### config.mk
export PLATFORM = sky130hd
export DESIGN_NAME = odd_parity_serial_tx
export DESIGN_NICKNAME = d
export VERILOG_FILES = /design/src/rtl/odd_parity_serial_tx_pkg.sv /design/src/rtl/odd_parity_serial_tx_parity_gen.sv /design/src/rtl/odd_parity_serial_tx.sv
export SDC_FILE = /design/constraint.sdc
export NUM_CORES = 1
export LEC_CHECK = 0
export BUFFER_PORTS_ARGS = -buffer_cell sky130_fd_sc_hd__buf_2
export CAP_MARGIN = 20
export CORE_MARGIN = 1
export CORE_UTILIZATION = 25
export DETAILED_ROUTE_END_ITERATION = 10
export SYNTH_ARGS = -nofsm -noshare
export SYNTH_HDL_FRONTEND = slang
export SYNTH_SLANG_ARGS = --single-unit
export TNS_END_PERCENT = 1
### constraint.sdc
create_clock -name clk -period 2.1 [get_ports clk]
set_clock_uncertainty 0.05 [all_clocks]
set_input_delay 0.105 -clock clk [delete_from_list [all_inputs] [get_ports clk]]
set_output_delay 0.105 -clock clk [all_outputs]
set_load 0.03 [all_outputs]
### src/rtl/odd_parity_serial_tx_pkg.sv
// Shared FSM encodings and sizing helper for the odd-parity serial transmitter.
// Pure declarations: no latency or backpressure of its own.
package odd_parity_serial_tx_pkg;

  typedef enum logic [2:0] {
    IDLE   = 3'd0,
    START  = 3'd1,
    DATA   = 3'd2,
    PARITY = 3'd3,
    STOP   = 3'd4
  } state_t;

  // Ceiling log2, never below 1 so a counter always has at least one bit.
  function automatic int clog2(input int value);
    int result;
    int v;
    result = 0;
    v = value - 1;
    while (v > 0) begin
      result++;
      v = v >> 1;
    end
    return (result < 1) ? 1 : result;
  endfunction

endpackage

### src/rtl/odd_parity_serial_tx_parity_gen.sv
// Odd parity generator: XNOR-reduce so data plus parity always holds an odd number of ones.
// Purely combinational, zero latency; no backpressure.
module odd_parity_serial_tx_parity_gen #(
  parameter int width = 8
) (
  input  logic [width-1:0] data,
  output logic             parity
);

  assign parity = ~^data;

endmodule

### src/rtl/odd_parity_serial_tx.sv
// Serial transmitter: start, data LSB first, odd parity, stop; (width+3)*divisor cycles per frame.
// o_tx falls on the accept edge; o_ready is low for the whole frame and i_valid is ignored meanwhile.
module odd_parity_serial_tx
  import odd_parity_serial_tx_pkg::*;
#(
  parameter int width   = 8,
  parameter int divisor = 16
) (
  input  logic             clk,
  input  logic             rst,
  input  logic [width-1:0] i_data,
  input  logic             i_valid,
  output logic             o_ready,
  output logic             o_tx,
  output logic             o_busy,
  output logic             o_parity
);

  localparam int DIV_W = clog2(divisor);
  localparam int BIT_W = clog2(width + 1);
  localparam logic [DIV_W-1:0] DIV_LAST = DIV_W'(divisor - 1);
  localparam logic [BIT_W-1:0] BIT_LAST = BIT_W'(width - 1);

  state_t           state_q;
  state_t           state_nxt;
  logic [DIV_W-1:0] div_cnt_q;
  logic [DIV_W-1:0] div_cnt_nxt;
  logic [BIT_W-1:0] bit_cnt_q;
  logic [BIT_W-1:0] bit_cnt_nxt;
  logic [width-1:0] shift_q;
  logic [width-1:0] shift_nxt;
  logic             parity_nxt;
  logic             gen_parity;
  logic             tx_nxt;
  logic             ready_nxt;
  logic             busy_nxt;
  logic             accept;
  logic             bit_done;

  odd_parity_serial_tx_parity_gen #(
    .width(width)
  ) u_parity_gen (
    .data   (i_data),
    .parity (gen_parity)
  );

  assign accept   = i_valid && o_ready;
  assign bit_done = (div_cnt_q == DIV_LAST);

  always_ff @(posedge clk) begin
    if (rst) begin
      state_q <= IDLE;
    end else begin
      state_q <= state_nxt;
    end
  end

  always_comb begin
    state_nxt = state_q;
    unique case (state_q)
      IDLE:    if (accept) state_nxt = START;
      START:   if (bit_done) state_nxt = DATA;
      DATA:    if (bit_done && (bit_cnt_q == BIT_LAST)) state_nxt = PARITY;
      PARITY:  if (bit_done) state_nxt = STOP;
      STOP:    if (bit_done) state_nxt = IDLE;
      default: state_nxt = IDLE;
    endcase
  end

  // Counters restart on every state change, so neither can wrap inside a state.
  always_comb begin
    div_cnt_nxt = div_cnt_q;
    bit_cnt_nxt = bit_cnt_q;
    shift_nxt   = shift_q;
    parity_nxt  = o_parity;
    if (state_nxt != state_q) begin
      div_cnt_nxt = '0;
      bit_cnt_nxt = '0;
    end else if (state_q != IDLE) begin
      div_cnt_nxt = bit_done ? '0 : div_cnt_q + DIV_W'(1);
      if ((state_q == DATA) && bit_done) begin
        bit_cnt_nxt = bit_cnt_q + BIT_W'(1);
      end
    end
    if (accept) begin
      shift_nxt  = i_data;
      parity_nxt = gen_parity;
    end else if ((state_q == DATA) && bit_done) begin
      shift_nxt = shift_q >> 1;
    end
  end

  // Outputs are decoded from the next state and registered, keeping i_valid off any o_tx path.
  always_comb begin
    tx_nxt    = 1'b1;
    ready_nxt = (state_nxt == IDLE);
    busy_nxt  = (state_nxt != IDLE);
    unique case (state_nxt)
      START:   tx_nxt = 1'b0;
      DATA:    tx_nxt = shift_nxt[0];
      PARITY:  tx_nxt = parity_nxt;
      default: tx_nxt = 1'b1;
    endcase
  end

  always_ff @(posedge clk) begin
    if (rst) begin
      div_cnt_q <= '0;
      bit_cnt_q <= '0;
      shift_q   <= '0;
      o_parity  <= 1'b0;
      o_tx      <= 1'b1;
      o_ready   <= 1'b1;
      o_busy    <= 1'b0;
    end else begin
      div_cnt_q <= div_cnt_nxt;
      bit_cnt_q <= bit_cnt_nxt;
      shift_q   <= shift_nxt;
      o_parity  <= parity_nxt;
      o_tx      <= tx_nxt;
      o_ready   <= ready_nxt;
      o_busy    <= busy_nxt;
    end
  end

endmodule

# After elaboration in Yosys (flattened, before gate mapping)
# Index checks and enable logic that the tools add are counted.
# op_classes
addsub	2
muxes	11
eq_ne	10
reduce_logical	11
# op_table
cell	n
$mux 8	2
$mux 3	5
$pmux 3 s5	1
$eq 3x2->1 const B	4
$add 4x1->4 const B	2
$reduce_xnor 8->1	1
$eq 3x1->1 const B	2
$logic_not 3->1	2
$reduce_bool 3->1	2
$eq 4x3->1 const B	1
$eq 4x4->1 const B	1
$mux 4	1
$eq 3x3->1 const B	1
$logic_and 1x1->1	3
$ne 3x3->1	1
$pmux 1 s3	1
$reduce_and 2->1	1
$reduce_bool 2->1	1
$reduce_or 2->1	1
$mux 1	1
# word_totals
inputBits	11
register_bits	23
output_inout_bits	4
elab_cells	43

# Depth between registers and ports, before layout
# Gate-level depths: netlist of run 1.
# depth
ltp_word	6
mapped_depth	8
depth_no_buf	6

# Cells and area by module
# A second synthesis of run 1 with hierarchy kept.
# unflattened
hier_cells	131
area_unflattened_um2	1148.6
# modules_own_cells
mod	area_each_um2	instances	seq_area_each_um2	cells_each
odd_parity_serial_tx	1087.3	1	460.4	124
odd_parity_serial_tx_parity_gen	61.3	1	0.0	7

# Worst setup path before layout of run 1
# Ideal clock, no wire load.
# synth_timing
kind	flip-flop to flip-flop
from	reg div_cnt_q[0]
to	reg bit_cnt_q[0]
n_path_buf	1
setup_time_ps	124
arrival_time_ps	1629
stages_incl_launch_ff	8
slack_ps	297
synth_period_minus_slack_ps	1803
required_ps	1926
cell_sequence	dfxtp_1 -> ha_1 -> and3_1 -> buf_4 -> nand3_4 -> o31a_1 -> o211ai_4 -> nor2_1
# synth_between
elab_chain_cells	6
elab_cells_between_ends	11
cone_classes	eq/ne: 2; mux: 5; reduce/logical: 4
# synth_rtl
item	line	text
start, declared	odd_parity_serial_tx.sv:26	logic [DIV_W-1:0] div_cnt_q;
start signal, assigned	odd_parity_serial_tx.sv:116	div_cnt_q <= div_cnt_nxt;
$eq 4x4->1 *	odd_parity_serial_tx.sv:48	assign bit_done = (div_cnt_q == DIV_LAST);
$logic_and 1x1->1	odd_parity_serial_tx.sv:63	DATA: if (bit_done && (bit_cnt_q == BIT_LAST)) state_nxt = PARITY;
$mux 3	odd_parity_serial_tx.sv:63	
$pmux 3 s5	odd_parity_serial_tx.sv:60	unique case (state_q)
$ne 3x3->1	odd_parity_serial_tx.sv:76	if (state_nxt != state_q) begin
$reduce_or 2->1 (no source line)	n/a	
end signal, assigned	odd_parity_serial_tx.sv:117	bit_cnt_q <= bit_cnt_nxt;
end, declared	odd_parity_serial_tx.sv:28	logic [BIT_W-1:0] bit_cnt_q;
# Every way passes the cells marked *; elsewhere a longest branch is shown, timed or not.
# A chain may end at the register's enable or synchronous reset.

# Final worst setup path of run 1
# layout_timing
from	reg div_cnt_q[0]
to	reg bit_cnt_q[1]
# The elaborated chain is that of the path after synthesis.

==> metrics, run 1 <==
crit path time final about 2000 ps; Netlist cell types 32; cell area after layout ~1300 um^2; Vias per Instance 4.66; Ys Warns 0; GPL Wtd Cong 0.715; worst setup path class flop to flop; Worst VDD drop 0.276 mV; Worst Tran Pin Value 390 ps; Gates resized, CTS repair 0; Slew Limit Fails 0; Post-CTS Setup Bufs 0; via count between 900 and 1000; Slew HR approximately 74%; Clk pin slew, worst setup/hold paths ~80 ps; Pleak about 0.46 nW; initial antenna violation count 0; root buf cell clkbuf_8; antenna-violating nets left 0; WHS approximately 75 ps; clock buffer depth 2; endpoints failing setup 0; TNS Setup 0 ps; RSZ-0062 raised after global routing no; Crit path required time 2190 ps; syn_area_per_cell 8.33 um^2; MaxCap Viol Count 0; post-DP HPWL ~1.7 mm; grt ovf 0; first-pass GRT wire length 3.83 mm; Port Buf Inserts 14; core area roughly 4300 um^2; synthesized flop and latch total 23; # DRC 0; Layout Utilization between 20% and 30%; Die Width between 60 and 70 um; synthesized instance count around 140; die footprint around 4800 um^2; IO Pins 15; Total GRT Usage around 9.8%; largest net degree at the start of global routing 18; post-synthesis cell area approximately 1100 um^2; Crit Path Max Fanout 8; f_max slightly above 500 MHz; Initial DRC Count 30; Clock Latency Late Sink 270 ps; Area after DPL between 1000 and 1500 um^2; routed length per placed instance around 11 um; antenna diode count 0; Post-Syn Nets approximately 150; crit end category flop; final hold violation count 0; CTS Hold Bufs 0; Initial Util roughly a quarter; final worst slack around 140 ps; Num CTS Buffers 3; Detailed Routing Iterations Pass 1 4; share of cells above drive strength 1 16.1%; clock sinks 23; most frequent cells in the layout nand2_1 (23), dfxtp_1 (23), nor2_1 (16); Layout area overhead 14.7%; CTS tree built; vias in the first global route 906; HP Class input pin to flop; status completed; Final period util approximately 93%; Vert. Die Dim roughly 69 um; DP Worst Slack between 90 and 100 ps; htree depth 1; critical path launch point type flop; num rows 24; Routed WL 2.20 mm; sequential fraction of the synthesis area 40.9%; CP arrival ~2000 ps; pwr/cell area a little over 700 nW/um^2; nets@finish 163
==> Yosys cell counts (all sizes together) <==
cell type | n | area share (%)
a311oi | 6 | 4.7
a21boi | 1 | 0.67
nand3 | 7 | 4.2
nor2 | 16 | 5.3
a2bb2oi | 1 | 0.78
nor2b | 1 | 0.56
xnor2 | 9 | 7.0
o41ai | 1 | 0.78
and2 | 1 | 0.56
clkbuf | 2 | 0.67
nand2 | 23 | 7.7
a31oi | 2 | 1.1
o21a | 1 | 0.67
or3 | 2 | 1.1
o21ai | 1 | 0.44
a21oi | 9 | 4.0
ha | 2 | 2.2
inv | 3 | 1.0
o22ai | 1 | 0.56
o211ai | 1 | 1.9
o31ai | 2 | 1.3
dfxtp | 23 | 41
a21o | 1 | 0.67
and3 | 2 | 1.1
nand4 | 3 | 1.7
xor2 | 3 | 2.3
buf | 5 | 2.9
nor3 | 4 | 1.8
o31a | 1 | 0.78
nand2b | 1 | 0.56
==> registers in the layout, indices dropped and copies added (netlist names) <==
signal	cells
o_parity	1
shift_q	8
bit_cnt_q	4
o_tx	1
o_busy	1
div_cnt_q	4
o_ready	1
state_q	3
==> power by group <==
| group | switching [mW] | internal, mW | leakage (nW) |
|---|---|---|---|
| clock network | 0.141 | 0.132 | 0.0255 |
| registers | 0.0163 | 0.463 | 0.188 |
| logic | 0.0988 | 0.0677 | 0.248 |
| total | 0.256 | 0.664 | 0.462 |
==> per-layer routing <==
| layer | track usage, % | vias to the layer above | share of wire [%] |
|---|---|---|---|
| met5 | 0 | - | 0 |
| met1 | 12.0 | 422 | 51 |
| li1 | - | 498 | - |
| met3 | 2.05 | 3 | 2.9 |
| met4 | 4.76 | 0 | 1.4 |
| met2 | 16.2 | 13 | 45 |
==> worst paths after layout <==
path | cells after the start | endpoint | start | slack [ps]
min | 3 | o_parity | i_valid | 70
max reg2reg | 6 | bit_cnt_q[1] | div_cnt_q[0] | 140
min reg2reg | 2 | o_parity | o_parity | 420
max | 6 | bit_cnt_q[1] | div_cnt_q[0] | 140
==> critical path: stages (launching register included) <==
cell	delay, ps
dfxtp_1	400
ha_1	240
and3_2	300
nand3_4	90
o31a_1	380
o211ai_4	300
a21oi_1	80
==> area by class of cell <==
class / count / area (um^2)
well taps: 52 / 65.1
fillers: 472 / 3030
clock inverters: 1 / 5.00
inverters: 3 / 11.3
multi-input cells: 102 / 614
flip-flops and latches: 23 / 460
repair buffers: 17 / 92.6
clock buffers: 3 / 41.3
==> cell families after synthesis <==
| family | count (synthesis) | share of synthesized area (%) |
|---|---|---|
| and+or+nand+nor | 60 | 24.6 |
| AOI/OAI and AO/OA | 28 | 18.4 |
| DFF | 23 | 40.9 |
| xor gates and xnor gates | 12 | 9.34 |
| buffers and inverters | 10 | 4.56 |
| adders and majority gates | 2 | 2.22 |
==> metrics by stage <==
| step | power [mW] | instances |
|---|---|---|
| after floorplan | 0.610 | 135 |
| after global placement | 0.657 | 197 |
| after global routing | 0.965 | 201 |
| after CTS | 0.930 | 201 |
| final | 0.920 | 201 |
| after detailed placement | 0.657 | 197 |
No activity file was read; power rests on OpenSTA's default activity.
==> inputs of run 2 (changes only) <==
--- a/config.mk
+++ b/config.mk
@@ -5,6 +5,7 @@
 export SDC_FILE = /design/constraint.sdc
 export NUM_CORES = 1
 export LEC_CHECK = 0
+export ABC_AREA = 1
 export BUFFER_PORTS_ARGS = -buffer_cell sky130_fd_sc_hd__buf_2
 export CAP_MARGIN = 20
 export CORE_MARGIN = 1
==> metrics, run 2 <==
Worst Tran Pin Value about 350 ps; routed length per placed instance 8.95 um; worst setup path class flop to flop; Netlist cell types 29; Vias per Instance slightly above 4; Ys Warns 0; Clock Latency Late Sink 270 ps; Slew HR between 70% and 80%; Post-CTS Setup Bufs 0; root buf cell clkbuf_8; via count roughly 1200; Final period util 79.6%; R2R cell count 9; antenna diode count 0; Clk pin slew, worst setup/hold paths around 90 ps; Total GRT Usage around 11%; htree depth 1; cell area after layout about 1500 um^2; f_max between 500 and 600 MHz; synth cell count leaders nand2_1 (64), inv_1 (24), dfxtp_1 (23); first-pass GRT wire length about 4.7 mm; endpoints failing setup 0; Detailed Routing Iterations Pass 1 4; vias in the first global route around 1100; Routed WL 2.55 mm; CTS tree built; Initial DRC Count 71; top flop regs shift_q x8, bit_cnt_q x4, div_cnt_q x4; synthesized flop and latch total 23; largest area contributor in the netlist dfxtp_1; crit end category flop; largest net degree at the start of global routing 16; Vert. Die Dim ~76 um; grt ovf 0; IO Pins 15; Tot Pwr 0.925 mW; worst r2r src div_cnt_q[0]; number of flip-flops in the largest register 8; antenna-violating nets left 0; clock buffer depth 2; Pleak ~0.67 nW; crit path time final 1670 ps; count leader, synth nand2_1; Area after DPL 1500 um^2; synth top area cells dfxtp_1 (34%), nand2_1 (18%), inv_1 (6.7%); Hold Startpoint i_data[7]; Slew Limit Fails 0; asr flop ratio synth 0%; TNS Setup 0 ps; synthesized instance count 199; pwr/cell area ~600 nW/um^2; initial antenna violation count 0; Crit path required time 2210 ps; die footprint ~5700 um^2; CTS Hold Bufs 0; Biggest register shift_q; syn_area_per_cell 6.79 um^2; commonest non-fill, non-tap cell in the layout nand2_1; critical path launch point type flop; Layout Utilization between 20 and 30%; Layout area overhead 14.4%; MaxCap Viol Count 0; Post-synth EDFFs 0; GPL Wtd Cong roughly 0.84; nets@finish 229; Worst VDD drop approximately 0.28 mV; Post-Syn Nets 212; most frequent cells in the layout nand2_1 (64), inv_1 (24), dfxtp_1 (23); Gates resized, CTS repair 0; RSZ-0062 raised after global routing no; HP Class input pin to flop; Initial Util about a quarter; post-DP HPWL approximately 2.0 mm; prevailing post-synth register cell dfxtp_1; Port Buf Inserts 14; CP Launch Point div_cnt_q[0]; sequential fraction of the synthesis area 34.1%; Placed Instances approximately 280; CP arrival between 1500 and 2000 ps; Num CTS Buffers 3; Die Width approximately 76 um; share of cells above drive strength 1 around a quarter; Crit Path Max Fanout 9; Yosys top cell area share around 34%; # DRC 0; post-synthesis cell area between 1000 and 1500 um^2; final hold violation count 0; core area around 5200 um^2; clock sinks 23; num rows 26; final std cells w/o fill between 200 and 300; status completed; hold depth 3
==> run 2: cell count changes after synthesis, moves of 3 or more <==
cell / before / now
nand2_1: 23 / 64
inv_1: 3 / 24
nor2_2: 0 / 10
a311oi_1: 6 / 0
inv_2: 0 / 6
nand3_1: 6 / 12
xnor2_1: 9 / 3
a31oi_1: 2 / 6
nand2_2: 0 / 4
buf_4: 3 / 0
nand3_2: 0 / 3
==> run 2: cell type report <==
| class | instances | area [um^2] |
|---|---|---|
| clock buffers | 3 | 41.3 |
| clock inverters | 1 | 7.51 |
| fillers | 567 | 3630 |
| inverters | 30 | 113 |
| multi-input cells | 143 | 758 |
| flip-flops and latches | 23 | 460 |
| well taps | 70 | 87.6 |
| repair buffers | 15 | 77.6 |
==> run 2: logic make-up after synthesis <==
logic type	synth area share, %
DFF	34.1
xor gates and xnor gates	2.59
and+or+nand+nor	42.3
muxes	0.741
AOI/OAI and AO/OA	8.61
adders and majority gates	1.85
buffers and inverters	9.81
==> run 2: worst paths after layout <==
kind,slack (ps),end
max reg2reg,430,o_tx
min reg2reg,420,shift_q[7]
min,90,shift_q[7]
max,430,o_tx
==> run 2: per-layer routing <==
layer / part of all wire, % / routed length (um) / GRT usage [%]
met1: 49 / 1240 / 13.2
met2: 48 / 1210 / 18.7
met3: 2.6 / 66 / 3.17
met4: 1.3 / 33 / 3.09
met5: 0 / 0 / 0
==> run 2: through the flow <==
| stage | hold slack [ps] | setup WS [ps] |
|---|---|---|
| final | 87.5 | 427 |
| after global routing | 87.6 | 301 |
| after CTS | 77.6 | 419 |
| after detailed placement | 368 | 419 |
| after global placement | 367 | 494 |
| after floorplan | 124 | 607 |
==> run 2: where the power goes <==
part,internal (mW),total (mW),switching [mW],leakage (nW)
logic,0.0580,0.175,0.117,0.459
clock network,0.134,0.279,0.145,0.0217
registers,0.458,0.471,0.0127,0.188
total,0.651,0.925,0.275,0.669
==> run 2: worst max-delay path, stage by stage (launching register included) <==
cell and delay [ps]:
dfxtp_1 380, ha_1 220, nand3_2 160, nor2_4 220, buf_4 200, nand2_1 80, o211ai_2 70, nand2_1 70
nand2_1 60, nand3_1 70
==> inputs of run 3 (changes only) <==
==> constraint.sdc (replaced) <==
create_clock -name clk -period 1.6 [get_ports clk]
set_clock_uncertainty 0.05 [all_clocks]
set_input_delay 0.08 -clock clk [delete_from_list [all_inputs] [get_ports clk]]
set_output_delay 0.08 -clock clk [all_outputs]
set_load 0.03 [all_outputs]
==> metrics, run 3 (synthesized netlist as in run 2, its figures left out) <==
clock sinks 23; critical path launch point type flop; Slew Limit Fails 0; switching power ~0.37 mW; HP Class input pin to flop; WL met3 ~80 um; Crit path depth 6; Slew HR roughly 77%; M1 WL between 1 and 1.5 mm; grt ovf 0; antenna diode count 0; Top Layer Used met4; Vert. Die Dim about 76 um; CP arrival 1650 ps; first-pass GRT wire length roughly 4.7 mm; Total GRT Usage 10.7%; Net Sw Frac between 20 and 30%; crit end category flop; initial antenna violation count 0; hold depth 3; core area 5170 um^2; status completed; IO Pins 15; Die Width between 70 and 80 um; crit path time final roughly 1500 ps; Top delay family on crit path simple AND/OR/NAND/NOR gates; Crit path required time between 1500 and 2000 ps; die footprint 5700 um^2; Num CTS Buffers 3; logic gate share of total power between 10% and 20%; antenna-violating nets left 0; Tot Pwr between 1 and 1.5 mW; Crit Path Max Fanout 8; htree depth 1; internal power between 0.8 and 0.9 mW; final worst slack between 90 and 100 ps; Worst Tran Pin Value approximately 340 ps; detailed route wirelength on metal2 about 1.3 mm; Biggest register shift_q; MaxCap Viol Count 0; routed length per placed instance a little over 9 um; Vias per Instance between 4 and 5; num rows 26; Clk network pwr share around 30%; endpoints failing setup 0; Slowest-stage cell, CP dfxtp_2; worst setup path class flop to flop; Layout area overhead 20.1%; f_max 666 MHz; post-DP HPWL ~2 mm; share of cells above drive strength 1 27.9%; Pleak 0.703 nW; Initial DRC Count 62; top flop regs shift_q x8, bit_cnt_q x4, div_cnt_q x4; clock buffer depth 2; root buf cell clkbuf_8; most frequent cells in the layout nand2_1 (63), inv_1 (24), dfxtp_1 (21); vias in the first global route ~1100; final hold violation count 0; CTS Hold Bufs 0; # DRC 0; Detailed Routing Iterations Pass 1 4; via count 1201; Worst Path Buf+Inv 1; commonest non-fill, non-tap cell in the layout nand2_1; CP max stage delay roughly 350 ps; DP Worst Slack between 40 and 50 ps; pwr/cell area 761 nW/um^2; number of flip-flops in the largest register 8; Clk pin slew, worst setup/hold paths about 90 ps; Clock Latency Late Sink 270 ps; largest net degree at the start of global routing 16; Routed WL 2.66 mm; Layout Utilization around a third; R2R cell count 6; nets@finish about 240; crit path cell chain ha_4, inv_1, nor2_4, a41oi_1, nand4_4, nor2_2; Port Buf Inserts 14; CTS tree built; Initial Util between 20% and 30%; GPL Wtd Cong roughly 0.84; Final period util 93.8%; Worst VDD drop ~0.32 mV; sequential share of power between 50% and 60%
[run 3: tightest hold or removal path: cells and delay by family]
family,cells,cell delay [ps]
buffers and inverters,1,120
AOI/OAI and AO/OA,1,70
and+or+nand+nor,1,60
[run 3: what timing repair did]
action | in CTS | in global routing
endpoints found under the hold margin | 0 | 0
setup endpoints to repair | 0 | 18
setup buffers | 0 | 1
resized for setup | 0 | 7
[run 3: area by class of cell]
| class | count | area [um^2] |
|---|---|---|
| clock inverters | 1 | 7.51 |
| well taps | 70 | 87.6 |
| fillers | 563 | 3550 |
| repair buffers | 22 | 130 |
| inverters | 30 | 113 |
| multi-input cells | 143 | 781 |
| flip-flops and latches | 23 | 463 |
| clock buffers | 3 | 41.3 |
[run 3: per-stage QoR]
stage / area [um^2] / cells / hold slack [ps] / TNS, ps
2_1_floorplan: 1350 / 199 / 99.4 / 0
3_3_place_gp: 1540 / 287 / 343 / 0
3_5_place_dp: 1540 / 287 / 347 / 0
4_1_cts: 1590 / 291 / 53.1 / 0
5_1_grt: 1620 / 292 / 74.2 / -9.63
6_report: 1620 / 292 / 65.4 / 0
[run 3: layer usage]
metal	track usage, %	vias to the layer above
met5	0	-
met4	3.09	0
met3	3.17	2
met2	18.0	14
met1	13.4	515
li1	-	670
[run 3: final timing paths]
check | from | to | slack [ps]
hold / removal | i_data[5] | shift_q[5] | 70
hold reg to reg | shift_q[4] | shift_q[4] | 430
setup reg to reg | div_cnt_q[1] | div_cnt_q[2] | 100
setup / recovery | div_cnt_q[1] | div_cnt_q[2] | 100
[run 3: power groups by stage]
stage / combinational (mW) / clock, mW / sequential, mW
finish: 0.242 / 0.373 / 0.620
global route: 0.280 / 0.410 / 0.624
CTS: 0.243 / 0.381 / 0.618
detailed placement: 0.242 / 0 / 0.631
global placement: 0.240 / 0 / 0.630
floorplan: 0.150 / 0 / 0.651
